--- src/rtl/uart_alu_frame_parser_pkg.sv ---
// Shared types and constants for the UART ALU frame parser.
// The optional UART_FRAME_CHECKSUM_EN build uses WAIT_CHK and ERR_CHK.
package uart_alu_frame_parser_pkg;

  typedef enum logic [2:0] {
    WAIT_HDR,
    WAIT_A,
    WAIT_B,
    WAIT_CHK,
    ISSUE
  } parser_state_t;

  localparam logic [3:0] SYNC_NIB = 4'hA;

  localparam logic [2:0] ERR_SYNC = 3'd0;
  localparam logic [2:0] ERR_LINE = 3'd1;
  localparam logic [2:0] ERR_TOUT = 3'd2;
  localparam logic [2:0] ERR_OVR  = 3'd3;
  localparam logic [2:0] ERR_CHK  = 3'd4;

endpackage

--- src/rtl/uart_frame_timer.sv ---
// Inter-byte idle timer: saturating counter that flags expiry while running.
// Cleared whenever clr is high; never wraps past TIMEOUT_CYC-1.
module uart_frame_timer #(
  parameter int TIMEOUT_CYC = 4096
) (
  input  logic CLK,
  input  logic rst_n,
  input  logic clr,
  input  logic run,
  output logic expire
);

  localparam int TW = $clog2(TIMEOUT_CYC);
  localparam logic [TW-1:0] CNT_MAX = TW'(TIMEOUT_CYC - 1);

  logic [TW-1:0] cnt_reg;

  always_ff @(posedge CLK or negedge rst_n) begin
    if (!rst_n) begin
      cnt_reg <= '0;
    end else if (clr) begin
      cnt_reg <= '0;
    end else if (run && (cnt_reg != CNT_MAX)) begin
      cnt_reg <= cnt_reg + 1'b1;
    end
  end

  assign expire = run && (cnt_reg == CNT_MAX);

endmodule

--- src/rtl/uart_alu_frame_parser.sv ---
// Assembles header/A/B byte frames from the UART receiver into ALU commands.
// Define UART_FRAME_CHECKSUM_EN to require a 4th byte equal to hdr^A^B.
module uart_alu_frame_parser
  import uart_alu_frame_parser_pkg::*;
#(
  parameter int DATA_W      = 8,
  parameter int FUNC_W      = 4,
  parameter int TIMEOUT_CYC = 4096
) (
  input  logic              CLK,
  input  logic              rst_n,
  input  logic [DATA_W-1:0] rx_data,
  input  logic              rx_valid,
  input  logic              rx_err,
  output logic [FUNC_W-1:0] alu_fun,
  output logic [DATA_W-1:0] alu_a,
  output logic [DATA_W-1:0] alu_b,
  output logic              alu_vld,
  input  logic              alu_rdy,
  output logic              busy,
  output logic              err_vld,
  output logic [2:0]        err_code
);

  parser_state_t     state_reg, state_next;
  logic [FUNC_W-1:0] fun_reg, fun_next;
  logic [DATA_W-1:0] a_reg, a_next;
  logic [DATA_W-1:0] b_reg, b_next;
  logic              vld_reg, vld_next;
  logic              busy_reg, busy_next;
  logic              err_vld_reg, err_vld_next;
  logic [2:0]        err_code_reg, err_code_next;
`ifdef UART_FRAME_CHECKSUM_EN
  logic [DATA_W-1:0] chk_reg, chk_next;
`endif

  logic handshake;
  logic tmr_run;
  logic tmr_clr;
  logic tmr_expire;

  assign handshake = (state_reg == ISSUE) && alu_rdy;
  assign tmr_run   = (state_reg == WAIT_A) || (state_reg == WAIT_B) || (state_reg == WAIT_CHK);
  assign tmr_clr   = !tmr_run || (rx_valid && !rx_err);

  uart_frame_timer #(
    .TIMEOUT_CYC(TIMEOUT_CYC)
  ) u_timer (
    .CLK   (CLK),
    .rst_n (rst_n),
    .clr   (tmr_clr),
    .run   (tmr_run),
    .expire(tmr_expire)
  );

  always_comb begin
    state_next    = state_reg;
    fun_next      = fun_reg;
    a_next        = a_reg;
    b_next        = b_reg;
    err_vld_next  = 1'b0;
    err_code_next = err_code_reg;
`ifdef UART_FRAME_CHECKSUM_EN
    chk_next      = chk_reg;
`endif

    if (handshake) begin
      state_next = WAIT_HDR;
    end

    // Error sources are mutually exclusive below except the line error,
    // which is checked first and suppresses the byte.
    if (rx_err) begin
      err_vld_next  = 1'b1;
      err_code_next = ERR_LINE;
      if (state_reg != ISSUE) begin
        state_next = WAIT_HDR;
      end
    end else if (rx_valid && (state_reg == ISSUE) && !alu_rdy) begin
      err_vld_next  = 1'b1;
      err_code_next = ERR_OVR;
    end else if (rx_valid && ((state_reg == WAIT_HDR) || (state_reg == ISSUE))) begin
      if (rx_data[DATA_W-1 -: 4] == SYNC_NIB) begin
        fun_next   = rx_data[FUNC_W-1:0];
        state_next = WAIT_A;
`ifdef UART_FRAME_CHECKSUM_EN
        chk_next   = rx_data;
`endif
      end else begin
        err_vld_next  = 1'b1;
        err_code_next = ERR_SYNC;
      end
    end else if (rx_valid) begin
      case (state_reg)
        WAIT_A: begin
          a_next     = rx_data;
          state_next = WAIT_B;
`ifdef UART_FRAME_CHECKSUM_EN
          chk_next   = chk_reg ^ rx_data;
`endif
        end
        WAIT_B: begin
          b_next = rx_data;
`ifdef UART_FRAME_CHECKSUM_EN
          chk_next   = chk_reg ^ rx_data;
          state_next = WAIT_CHK;
`else
          state_next = ISSUE;
`endif
        end
`ifdef UART_FRAME_CHECKSUM_EN
        WAIT_CHK: begin
          if (rx_data == chk_reg) begin
            state_next = ISSUE;
          end else begin
            err_vld_next  = 1'b1;
            err_code_next = ERR_CHK;
            state_next    = WAIT_HDR;
          end
        end
`endif
        default: ;
      endcase
    end else if (tmr_expire) begin
      err_vld_next  = 1'b1;
      err_code_next = ERR_TOUT;
      state_next    = WAIT_HDR;
    end

    vld_next  = (state_next == ISSUE);
    busy_next = (state_next != WAIT_HDR);
  end

  always_ff @(posedge CLK or negedge rst_n) begin
    if (!rst_n) begin
      state_reg    <= WAIT_HDR;
      fun_reg      <= '0;
      a_reg        <= '0;
      b_reg        <= '0;
      vld_reg      <= 1'b0;
      busy_reg     <= 1'b0;
      err_vld_reg  <= 1'b0;
      err_code_reg <= '0;
`ifdef UART_FRAME_CHECKSUM_EN
      chk_reg      <= '0;
`endif
    end else begin
      state_reg    <= state_next;
      fun_reg      <= fun_next;
      a_reg        <= a_next;
      b_reg        <= b_next;
      vld_reg      <= vld_next;
      busy_reg     <= busy_next;
      err_vld_reg  <= err_vld_next;
      err_code_reg <= err_code_next;
`ifdef UART_FRAME_CHECKSUM_EN
      chk_reg      <= chk_next;
`endif
    end
  end

  assign alu_fun  = fun_reg;
  assign alu_a    = a_reg;
  assign alu_b    = b_reg;
  assign alu_vld  = vld_reg;
  assign busy     = busy_reg;
  assign err_vld  = err_vld_reg;
  assign err_code = err_code_reg;

endmodule
--- config.mk ---
export PLATFORM = sky130hd
export DESIGN_NAME = uart_alu_frame_parser
export DESIGN_NICKNAME = d
export VERILOG_FILES = /design/src/rtl/uart_alu_frame_parser_pkg.sv /design/src/rtl/uart_frame_timer.sv /design/src/rtl/uart_alu_frame_parser.sv
export SDC_FILE = /design/constraint.sdc
export NUM_CORES = 1
export LEC_CHECK = 0
export ABC_AREA = 1
export CORE_MARGIN = 4
export CORE_UTILIZATION = 54
export CTS_CLUSTER_SIZE = 12
export DETAILED_ROUTE_END_ITERATION = 10
export GPL_ROUTABILITY_DRIVEN = 0
export PLACE_DENSITY = 0.84
export SLEW_MARGIN = 20
export SYNTH_ARGS = -nofsm -noshare
export SYNTH_HDL_FRONTEND = slang
export SYNTH_SLANG_ARGS = --single-unit
--- constraint.sdc ---
create_clock -name CLK -period 2.8 [get_ports CLK]
set_clock_uncertainty 0.05 [all_clocks]
set_input_delay 0.7 -clock CLK [delete_from_list [all_inputs] [get_ports CLK]]
set_output_delay 0.7 -clock CLK [all_outputs]
set_load 0.01 [all_outputs]
== Word level (Yosys, flattened, before mapping) ==
Cells that the tools add are included.

* Output and inout port bits: 26
* Register bits after elaboration: 41

* Reductions and logical operators: 22
* Add/subtract/negate cells: 1
* Multiplexer cells: 23
* Bitwise logic cells: 3
* Equality and inequality tests: 11

{| class="wikitable"
|+ Operators by type and width
! cell !! count
|-
| 3-bit two-way mux || 14
|-
| 12-bit two-way mux || 2
|-
| 12-bit by 1-bit adder with 12-bit output, second input constant || 1
|-
| 12-bit equality test, second input constant || 1
|-
| 12-bit inequality test, second input constant || 1
|-
| 5-bit AND reduction || 2
|-
| 1-bit logical AND || 7
|-
| 3-bit by 2-bit equality test with 1-bit output, second input constant || 2
|-
| 3-bit equality test, second input constant || 2
|-
| 1-bit two-way mux || 6
|-
| 3-bit case mux with 2 select lines || 1
|-
| 4-bit equality test, second input constant || 1
|-
| 1-bit logical OR || 4
|-
| 4-bit by 1-bit inequality test with 1-bit output, second input constant || 1
|-
| 4-bit inequality test, second input constant || 1
|-
| 4-bit AND reduction || 1
|-
| 4-bit nonzero test || 1
|-
| 3-bit by 1-bit equality test with 1-bit output, second input constant || 1
|-
| 1-bit zero test || 3
|-
| 3-bit zero test || 1
|-
| 3-bit inequality test, second input constant || 1
|-
| 1-bit NOT || 3
|-
| 3-bit AND reduction || 1
|-
| 3-bit nonzero test || 1
|-
| 2-bit nonzero test || 1
|}

== Logic depth before layout (Yosys ltp) ==
Gate-level depths: netlist (run 1).

* Depth in word-level cells: 10
* Depth in mapped cells: 10

== Modules after synthesis ==
A second synthesis (run 1) with hierarchy kept.

* Cell total of the unflattened synthesis: 256
* Area total of the unflattened synthesis: 2133.3 um^2

{| class="wikitable"
|+ By module, submodules not included
! module !! instances !! seq. area each (um^2) !! cells each !! area each (um^2)
|-
| uart_alu_frame_parser || 1 || 700.7 || 144 || 1348.8
|-
| uart_frame_timer || 1 || 300.3 || 112 || 784.5
|}

== Worst setup path after synthesis (run 1) ==
Ideal clock, no wire load.

* Path kind: input-to-reg
* From: input port rx_valid
* To: register busy_reg, in the netlist busy
* Stages on the path: 6
* Arrival: 1.336 ns
* Slack: 1.275 ns
* Path through: inv_1 nor2_2 nor2_1 nand2_1 a21oi_1 nand4_1

* Longest elaborated chain between the ends: 5
* Elaborated cells between the ends (all ways): 8

{| class="wikitable"
|+ RTL lines
! element !! RTL line !! source
|-
| start, declared || uart_alu_frame_parser.sv:13 || <nowiki>input logic rx_valid,</nowiki>
|-
| 3-bit two-way mux, or another cell as far along || uart_alu_frame_parser.sv:93 || <nowiki>end else if (rx_valid) begin</nowiki>
|-
| 3-bit two-way mux / 1-bit logical AND (equally long branches) || uart_alu_frame_parser.sv:82, uart_alu_frame_parser.sv:79 ||
|-
| 3-bit two-way mux * || uart_alu_frame_parser.sv:79 || <nowiki>end else if (rx_valid && (state_reg == ISSUE) && !alu_rdy) begin</nowiki>
|-
| 3-bit two-way mux * || uart_alu_frame_parser.sv:73 || <nowiki>if (rx_err) begin</nowiki>
|-
| 3-bit nonzero test * || uart_alu_frame_parser.sv:131 || <nowiki>busy_next = (state_next != WAIT_HDR);</nowiki>
|-
| via busy_next || uart_alu_frame_parser.sv:30 || <nowiki>logic busy_reg, busy_next;</nowiki>
|-
| end signal, assigned || uart_alu_frame_parser.sv:153 || <nowiki>busy_reg <= busy_next;</nowiki>
|-
| end, declared || uart_alu_frame_parser.sv:30 ||
|}

The timed path passes the listed nets; every way through them passes the cells marked *.
A chain may end at the register's enable or synchronous reset.

== Worst setup path in the final report (run 1) ==
* From: input port rx_valid
* To: register fun_reg[3], in the netlist alu_fun[3]

* Longest elaborated chain between the ends: 4
* Elaborated cells between the ends (all ways): 5

{| class="wikitable"
|+ RTL lines
! element !! RTL line !! source
|-
| 1-bit logical AND (2 in a row) || uart_alu_frame_parser.sv:79 ||
|-
| 1-bit NOT (no line) || -- ||
|-
| 4-bit AND reduction (no line) * || -- ||
|-
| end signal, assigned || uart_alu_frame_parser.sv:149 || <nowiki>fun_reg <= fun_next;</nowiki>
|-
| end, declared || uart_alu_frame_parser.sv:26 || <nowiki>logic [FUNC_W-1:0] fun_reg, fun_next;</nowiki>
|}

Every way passes the cells marked *; elsewhere a longest branch is shown, timed or not.

==> results.md, run 1 <==
| Metric | Reported |
| --- | --- |
| Element type at the critical path start | primary input |
| Final Hold Vio Count | 0 |
| Count of buffers added by post-CTS timing repair for setup | 0 |
| Overflow left after global routing | 0 |
| I/O pin cnt | 39 |
| Number of input and output port buffers inserted | 37 |
| Synthesis-to-finish area growth | 23.5% |
| Clock buffer count from CTS | 5 |
| Top area cells in the synthesized netlist | dfrtp_1, nand2_1, o21ai_0 |
| Synth Cell Area | 1900 um2 |
| WP data arrival | 2.26 ns |
| Worst setup path class | primary input to flip-flop |
| Max_cap viols | 0 |
| Detailed-route vias per instance | 5.28 |
| Launching element of the worst setup path | rx_valid |
| Antenna violations before repair | 0 |
| Height of the die | 67.3 um |
| Number of unique standard cell types used by synthesis | 26 |
| Area taken by flip-flops and latches | 1000 um2 |
| First-pass detailed-route iteration total | 4 |
| Crit path max fanout | 11 |
| Number of hold buffers added after cts | 0 |
| Total wirelength of the detailed-routed design | 3970 um |
| Final setup slack of the worst path | 0.734 ns |
| Yosys warning count | 0 |
| # nets final | 274 |
| Part of the Yosys area used for sequential elements | 0.527 |
| Crit-path leading delay family | simple AND/OR/NAND/NOR gates |
| Combined area of the multi-input logic cells | 738 um2 |
| H-tree lvl count | 2 |
| Total negative slack | 0 ns |
| Post-synthesis net count | 235 |
| Hold Path Class | primary input to asynchronous set/reset pin |
| Largest stage delay, worst path | 0.56 ns |
| Status | finished clean |
| Share of post-route cells with drive strength above 1 | 0.104 |
| Least-Margin Pin Slew | 0.856 ns |
| Number of remaining DRC errors | 0 |
| Depth of the worst register-to-register path | 10 |
| Register bit total from synthesis | 40 |
| Clock transition at the registers of the reported paths | 0.12 ns |
| Synth Instances | 221 |
| Power per cell area | 485 nW/um2 |
| Worst setup slack for register-to-register paths | 1.16 ns |
| Most repeated cell in the gate-level netlist after synthesis | nand2_1 |
| Routed len/inst | 13.0 um |
| Clk root buf | clkbuf_4 |
| Data required time at the worst endpoint | 2.99 ns |
| Final critical-path required period | 2.07 ns |
| Worst path buffer plus inverter count | 2 |
| Share of the clock period used by the worst path after layout | 0.738 |
| Leakage power | 1.11 nW |
| RSZ-0062 raised after global routing | false |
| Post-synth top cells | nand2_1, dfrtp_1, inv_1, o21ai_0, nor2_1 |
| Worst slew slack as a fraction of its limit | 0.430 |
| Max-slew violation count | 0 |
| Core region area | 3360 um2 |
| Worst VDD drop | 0.364 mV |
| Share of flip-flops with an asynchronous set or reset | 1.00 |
| Global routing usage summed across all routing layers | 0.207 |
| Area of the die | 4530 um2 |
| Levels on crit path | 6 |
| Clock insertion delay at the later pin of the skew report | 0.35 ns |
| Library cell contributing the largest single delay on the critical path | clkdlybuf4s50_1 |
| Pin count of the biggest net entering global routing | 41 |
| Wire length of the first global-routing pass | 7000 um |
| Total number of vias | 1,615 |
| Setup-failing EPs final | 0 |
| FMAX | 484 MHz |
| Vias in the first global route | 1,578 |
| Number of antenna-violating nets in the routed design | 0 |
| Cell breakdown of the critical path | clkdlybuf4s50_1, inv_1, nor2_4, nand4_1, nand2_1, o21ai_1 |
| Std cell rows | 21 |
| Longest Clk Path Bufs | 2 |
| Count of flip-flops with a built-in enable after synthesis | 0 |
| Worst R2R End | u_timer.cnt_reg[10] |
| Endpoint kind of the worst setup timing path | flip-flop |
| Cell taking the most area after synthesis | dfrtp_1 |
| Diode insertion count for antenna repair | 0 |
| Filler cell count | 284 |
| Post-CTS Resized | 0 |
| Average cell area after synthesis | 8.59 um2 |
| Area share of the largest cell type after synthesis | 0.527 |
| Placed wire-length estimate after detailed placement | 2910 um |
| Most frequently used flop master after synthesis | dfrtp_1 |
| Max FFs per register | 12 |
| First-iteration detailed-routing DRC count | 195 |
| Worst-case setup slack after placement | 0.331 ns |
| Clock tree from TritonCTS | done |
| Width of the chip | 67.3 um |
| Number of clock sinks seen by CTS | 40 |
| R2R Path Start | u_timer.cnt_reg[1] |
| Initial Util | 0.564 |
cell families after synthesis:
kind of cell               share of synthesized area
DFF                                            0.527
adders and majority gates                    0.00659
and+or+nand+nor                                0.253
buffers and inverters                         0.0837
other                                        0.00198
AOI/OAI and AO/OA                              0.127
report_power, final:
| part | switching [mW] | total, mW | internal [mW] |
|---|---|---|---|
| Sequential | 0.0218 | 0.636 | 0.614 |
| Combinational | 0.0798 | 0.174 | 0.0941 |
| Clock | 0.184 | 0.327 | 0.142 |
| Total | 0.286 | 1.14 | 0.851 |
placed cells by master (no fill, tap or decap), types with 2 or more instances in the layout:
cell type,n
a21oi_1,7
inv_1,30
nand3_1,12
o21ai_1,8
nand2_1,47
dfrtp_1,40
nand2_2,3
nor3_1,4
nor2_2,7
clkdlybuf4s50_1,36
o21ai_0,23
nand4_1,5
clkbuf_8,2
nand3_2,3
nor2_4,2
clkbuf_4,5
a31oi_1,2
nor2_1,15
metal layers:
metal,GRT usage,part of all wire,vias to the layer above
li1,-,-,798
met1,0.248,0.44,754
met2,0.328,0.46,56
met3,0.0948,0.088,7
met4,0.0759,0.016,0
met5,0,0,-
worst max-delay path by stage:
stage	end
final	alu_fun[3]
after global routing	alu_fun[1]
after CTS	alu_fun[3]
after detailed placement	alu_fun[0]
after global placement	alu_vld
after floorplan	busy
cell type report:
class                   instances  area share
flip-flops and latches         40       0.427
multi-input cells             145       0.315
repair buffers                 37       0.156
inverters                      31      0.0497
clock buffers                   7      0.0278
well taps                      46      0.0246
per-stage QoR:
step                utilization  hold WS (ns)  area (um2)  std cells  power [mW]
finish                    0.697         0.389        2340        306        1.14
global route              0.697         0.448        2340        306        1.19
CTS                       0.697         0.413        2340        306        1.15
detailed placement        0.677         0.423        2280        299       0.823
global placement          0.677         0.415        2280        299       0.818
floorplan                     -         0.354        1900        221       0.709
Note: power is estimated with default switching activity, not from simulation.
==> run 2, diff against run 1 <==
Settings changed: CORE_UTILIZATION 54 to 50, PLACE_DENSITY 0.84 to 0.78.
Clock period 2.8 ns to 2.1 ns, I/O delays scaled along.
==> results.md, run 2 (synthesis results as in run 1) <==
| Metric | Reported | Change |
| --- | --- | --- |
| Status | finished clean | unchanged |
| Cell breakdown of the critical path | clkdlybuf4s50_1 | was clkdlybuf4s50_1, inv_1, nor2_4, nand4_1, nand2_1, o21ai_1 |
| Post-CTS Resized | 0 | unchanged |
| Filler cell count | 317 | was 284 |
| Crit path max fanout | 2 | was 11 |
| Worst path buffer plus inverter count | 1 | was 2 |
| Peak-usage layer in the global routing report | met1 | was met2 |
| Pin count of the biggest net entering global routing | 41 | unchanged |
| Power consumption | 1.58 mW | was 1.14 mW |
| Std cell rows | 22 | was 21 |
| Final critical-path required period | 1.79 ns |  |
| Diode insertion count for antenna repair | 0 | unchanged |
| Core region area | 3660 um2 | was 3360 um2 |
| Final setup slack of the worst path | 0.307 ns | was 0.734 ns |
| Share of post-route cells with drive strength above 1 | 0.121 | was 0.104 |
| Detailed-route vias per instance | 4.95 | was 5.28 |
| Number of remaining DRC errors | 0 | unchanged |
| Synthesis-to-finish area growth | 26.4% | was 23.5% |
| Vias in the first global route | 1,486 | was 1,578 |
| WP data arrival | 1.22 ns | was 2.26 ns |
| RSZ-0062 raised after global routing | false | unchanged |
| Width of the chip | 69.6 um | was 67.3 um |
| Met3 GRT Util | 0.0594 | was 0.0948 |
| Clock tree from TritonCTS | done | unchanged |
| Number of input and output port buffers inserted | 37 | unchanged |
| Worst-case setup slack after placement | 0.0749 ns | was 0.331 ns |
| Number of clock sinks seen by CTS | 40 | unchanged |
| Total placed cells including tap cells | 305 | was 299 |
| Most common library cell in the layout ignoring fill and taps | nand2_1 | unchanged |
| Final Hold Vio Count | 0 | unchanged |
| Power per cell area | 658 nW/um2 | was 485 nW/um2 |
| # nets final | 278 | was 274 |
| FMAX | 558 MHz |  |
| Clock transition at the registers of the reported paths | 0.08 ns | was 0.12 ns |
| Number of antenna-violating nets in the routed design | 0 | unchanged |
| Area of the die | 4850 um2 | was 4530 um2 |
| Worst setup path class | flip-flop to primary output | was primary input to flip-flop |
| Initial Util | 0.518 | was 0.564 |
| Clock insertion delay at the later pin of the skew report | 0.29 ns | was 0.35 ns |
| Total wirelength of the detailed-routed design | 3900 um | was 3970 um |
| First-pass detailed-route iteration total | 5 | was 4 |
| Library cell contributing the largest single delay on the critical path | clkdlybuf4s50_1 | unchanged |
| Levels on crit path | 1 | was 6 |
| Max_cap viols | 0 | unchanged |
| I/O pin cnt | 39 | unchanged |
| Worst VDD drop | 0.554 mV | was 0.364 mV |
| Max FFs per register | 12 | unchanged |
| Antenna violations before repair | 0 | unchanged |
| Placed wire-length estimate after detailed placement | 2910 um | about the same |
| Max-slew violation count | 0 | unchanged |
| Share of the clock period used by the worst path after layout | 0.854 |  |
| Global routing usage summed across all routing layers | 0.172 | was 0.207 |
| Largest stage delay, worst path | 0.56 ns | about the same |
| Clock buffer count from CTS | 5 | unchanged |
| Global Route met2 Usage | 0.247 | was 0.328 |
| Element type at the critical path start | flip-flop | was primary input |
| Total number of vias | 1,550 | was 1,615 |
| Routed len/inst | 12.4 um | was 13.0 um |
| First-iteration detailed-routing DRC count | 199 | was 195 |
| Final cell count without fillers | 313 | was 306 |
| Longest Clk Path Bufs | 2 | unchanged |
| Leakage power | 1.14 nW | was 1.11 nW |
| Depth of the worst register-to-register path | 8 | was 10 |
| Crit-path leading delay family | buffers and inverters | was simple AND/OR/NAND/NOR gates |
| Clk root buf | clkbuf_8 | was clkbuf_4 |
| Post-Route Hold Slack | 0.238 ns | was 0.389 ns |
| Endpoint kind of the worst setup timing path | primary output | was flip-flop |
| Height of the die | 69.6 um | was 67.3 um |
| H-tree lvl count | 2 | unchanged |
| Data required time at the worst endpoint | 1.52 ns | was 2.99 ns |
| Total negative slack | 0 ns | unchanged |
| Wire length of the first global-routing pass | 6800 um | was 7000 um |
| Count of buffers added by post-CTS timing repair for setup | 0 | unchanged |
| Most frequent cells in the layout | nand2_1, dfrtp_1, clkdlybuf4s50_1 | unchanged |
| Setup-failing EPs final | 0 | unchanged |
| Hold Path Class | primary input to asynchronous set/reset pin | unchanged |
| Met1 routing resource usage after global routing | 0.247 | was 0.248 |
| Number of hold buffers added after cts | 0 | unchanged |
| Overflow left after global routing | 0 | unchanged |
## run 2: changes by cell type in the layout (fill, tap and decap cells not counted)
cell / before / now
buf_4: 0 / 4
clkbuf_4: 5 / 0
clkinv_4: 0 / 1
clkinv_2: 0 / 2
clkbuf_8: 2 / 5
## run 2: report_power, final
group / internal (mW) / total (mW) / switching, mW / leakage (nW)
logic: 0.128 / 0.233 / 0.106 / 0.549
registers: 0.819 / 0.848 / 0.0296 / 0.539
clock network: 0.231 / 0.496 / 0.265 / 0.0479
total: 1.18 / 1.58 / 0.400 / 1.14
## run 2: final timing paths
kind	end	slack [ns]	startpoint
max	alu_a[0]	0.31	alu_a[0]
min	u_timer.cnt_reg[6]	0.24	rst_n
max reg2reg	u_timer.cnt_reg[5]	0.45	u_timer.cnt_reg[1]
min reg2reg	alu_b[6]	0.44	alu_b[6]
max in group asynchronous	u_timer.cnt_reg[10]	1.42	rst_n
min in group CLK	alu_b[6]	0.44	alu_b[6]
## run 2: stage by stage
stage / cell area, um2 / utilization
2_1_floorplan: 1900 / -
4_1_cts: 2400 / 0.655
6_report: 2400 / 0.655
3_3_place_gp: 2310 / 0.631
3_5_place_dp: 2310 / 0.631
5_1_grt: 2400 / 0.655
## run 2: area by class of cell
cell class	count	area, um2	area share
Tap cell	48	60.1	0.0250
Multi-Input combinational cell	145	738	0.308
Timing Repair Buffer	41	395	0.165
Inverter	31	116	0.0485
Clock inverter	3	18.8	0.00782
Clock buffer	5	68.8	0.0287
Sequential cell	40	1000	0.417
## run 2: worst register-to-register path, cell delays in order, from the launching register on
cell and delay, ns:
dfrtp_1 0.41, ha_1 0.23, nand3_1 0.15, nor2_2 0.22
nand2_1 0.17, nand3_2 0.12, nor2_1 0.06, nor2_1 0.08
nor2_1 0.05
## run 2: per-layer routing
metal  vias up  wire length, um
met2        56             1690
li1        799                -
met1       689             1870
met3         6              292
met4         0               38
met5         -                0
==> run 3, diff against run 2 <==
Settings changed: CTS_CLUSTER_DIAMETER from default to 100, GPL_TIMING_DRIVEN from default to 0.
==> results.md, run 3 (synthesis results as in run 1) <==
| Metric | Reported | Change |
| --- | --- | --- |
| Leakage power | 1.16 nW | was 1.14 nW |
| Area taken by flip-flops and latches | 1000 um2 | unchanged |
| Number of clock sinks seen by CTS | 40 | unchanged |
| Longest Clk Path Bufs | 2 | unchanged |
| Non-Filler Cell Area, Final | 2470 um2 | was 2400 um2 |
| Width of the chip | 69.6 um | unchanged |
| Status | finished clean | unchanged |
| Share of post-route cells with drive strength above 1 | 0.127 | was 0.121 |
| Combined area of the multi-input logic cells | 738 um2 | unchanged |
| Element type at the critical path start | flip-flop | unchanged |
| Clock insertion delay at the later pin of the skew report | 0.29 ns | about the same |
| Max FFs per register | 12 | unchanged |
| Crit path max fanout | 2 | unchanged |
| First-iteration detailed-routing DRC count | 134 | was 199 |
| Clk root buf | clkbuf_8 | unchanged |
| Worst setup path class | flip-flop to primary output | unchanged |
| Levels on crit path | 1 | unchanged |
| Total placed cells including tap cells | 307 | was 305 |
| Diode insertion count for antenna repair | 0 | unchanged |
| Routed len/inst | 12.7 um | was 12.4 um |
| Max-slew violation count | 0 | unchanged |
| Endpoint kind of the worst setup timing path | primary output | unchanged |
| Detailed-route vias per instance | 5.16 | was 4.95 |
| Setup-failing EPs final | 0 | unchanged |
| Power per cell area | 701 nW/um2 | was 658 nW/um2 |
| Count of buffers added by post-CTS timing repair for setup | 0 | unchanged |
| Wire length of the first global-routing pass | 7040 um | was 6800 um |
| Initial Util | 0.518 | unchanged |
| First-pass detailed-route iteration total | 4 | was 5 |
| Core region area | 3660 um2 | unchanged |
| WP data arrival | 1.21 ns | was 1.22 ns |
| Most common library cell in the layout ignoring fill and taps | nand2_1 | unchanged |
| Height of the die | 69.6 um | unchanged |
| R2R Path Start | u_timer.cnt_reg[1] | unchanged |
| Clock buffer count from CTS | 5 | unchanged |
| Largest stage delay, worst path | 0.54 ns | was 0.56 ns |
| I/O pin cnt | 39 | unchanged |
| H-tree lvl count | 2 | unchanged |
| Depth of the worst register-to-register path | 10 | was 8 |
| Worst path buffer plus inverter count | 1 | unchanged |
| Launching element of the worst setup path | alu_a[0] | unchanged |
| Global routing usage summed across all routing layers | 0.180 | was 0.172 |
| Area of the die | 4850 um2 | unchanged |
| Pin count of the biggest net entering global routing | 23 | was 41 |
| Library cell contributing the largest single delay on the critical path | clkdlybuf4s50_1 | unchanged |
| Data required time at the worst endpoint | 1.52 ns | about the same |
| Vias in the first global route | 1,590 | was 1,486 |
| Antenna violations before repair | 0 | unchanged |
| Clock transition at the registers of the reported paths | 0.08 ns | about the same |
| Total number of vias | 1,626 | was 1,550 |
| Crit-path leading delay family | buffers and inverters | unchanged |
| Std cell rows | 22 | unchanged |
| Hold Path Class | primary input to asynchronous set/reset pin | unchanged |
| Final critical-path required period | 1.79 ns | about the same |
| Clock tree from TritonCTS | done | unchanged |
| Worst VDD drop | 0.622 mV | was 0.554 mV |
| Filler cell count | 302 | was 317 |
| Most frequent cells in the layout | nand2_1, dfrtp_1, clkdlybuf4s50_1 | unchanged |
| Overflow left after global routing | 0 | unchanged |
| Instance area after placement | 2350 um2 | was 2310 um2 |
| # nets final | 280 | was 278 |
| Total wirelength of the detailed-routed design | 4000 um | was 3900 um |
| RSZ-0062 raised after global routing | false | unchanged |
| Cell breakdown of the critical path | clkdlybuf4s50_1 | unchanged |
| Share of the clock period used by the worst path after layout | 0.851 | was 0.854 |
| Placed wire-length estimate after detailed placement | 2960 um | was 2910 um |
| FMAX | 560 MHz | was 558 MHz |
| Number of antenna-violating nets in the routed design | 0 | unchanged |
| Post-CTS Resized | 0 | unchanged |
| Synthesis-to-finish area growth | 29.9% | was 26.4% |
| Final Hold Vio Count | 0 | unchanged |
| Number of input and output port buffers inserted | 37 | unchanged |
| Number of remaining DRC errors | 0 | unchanged |
| Final cell count without fillers | 315 | was 313 |
| Max_cap viols | 0 | unchanged |
| Number of hold buffers added after cts | 0 | unchanged |
## run 3: final timing paths
path	endpoint	slack, ns
min in group CLK	alu_b[7]	0.44
worst max register to register	u_timer.cnt_reg[10]	0.41
worst min register to register	alu_b[7]	0.44
max in group asynchronous	u_timer.cnt_reg[4]	1.41
worst max-delay path	alu_a[0]	0.31
worst min-delay path	alu_b[7]	0.12
## run 3: through the flow
stage / power [mW] / setup TNS, ns / setup WS [ns] / utilization / hold WS [ns]
3_5_place_dp: 1.10 / 0 / 0.0371 / 0.642 / 0.423
2_1_floorplan: 0.945 / 0 / 0.714 / - / 0.179
5_1_grt: 1.81 / 0 / 0.203 / 0.674 / 0.150
4_1_cts: 1.75 / 0 / 0.303 / 0.674 / 0.138
6_report: 1.73 / 0 / 0.313 / 0.674 / 0.122
3_3_place_gp: 1.09 / -20.53 / -0.515 / 0.636 / 0.416
## run 3: area by class of cell
type,count,area share
Buffer,5,0.0173
Tap cell,48,0.0244
Timing Repair Buffer,38,0.159
Clock buffer,5,0.0279
Inverter,31,0.0472
Clock inverter,3,0.0188
Multi-Input combinational cell,145,0.299
Sequential cell,40,0.406
## run 3: routing by layer
metal	up-vias	wire length [um]	global-route usage	share of wire
met5	-	0	0	0
met2	55	1800	0.278	0.45
met3	4	310	0.0667	0.077
met1	762	1870	0.236	0.47
li1	805	-	-	-
met4	0	32	0.0532	0.0080
## run 3: power breakdown
part           internal [mW]  total, mW  leakage, nW  switching [mW]
combinational          0.133      0.239        0.566           0.106
sequential             0.818      0.847        0.539          0.0283
clock                  0.358      0.644       0.0548           0.286
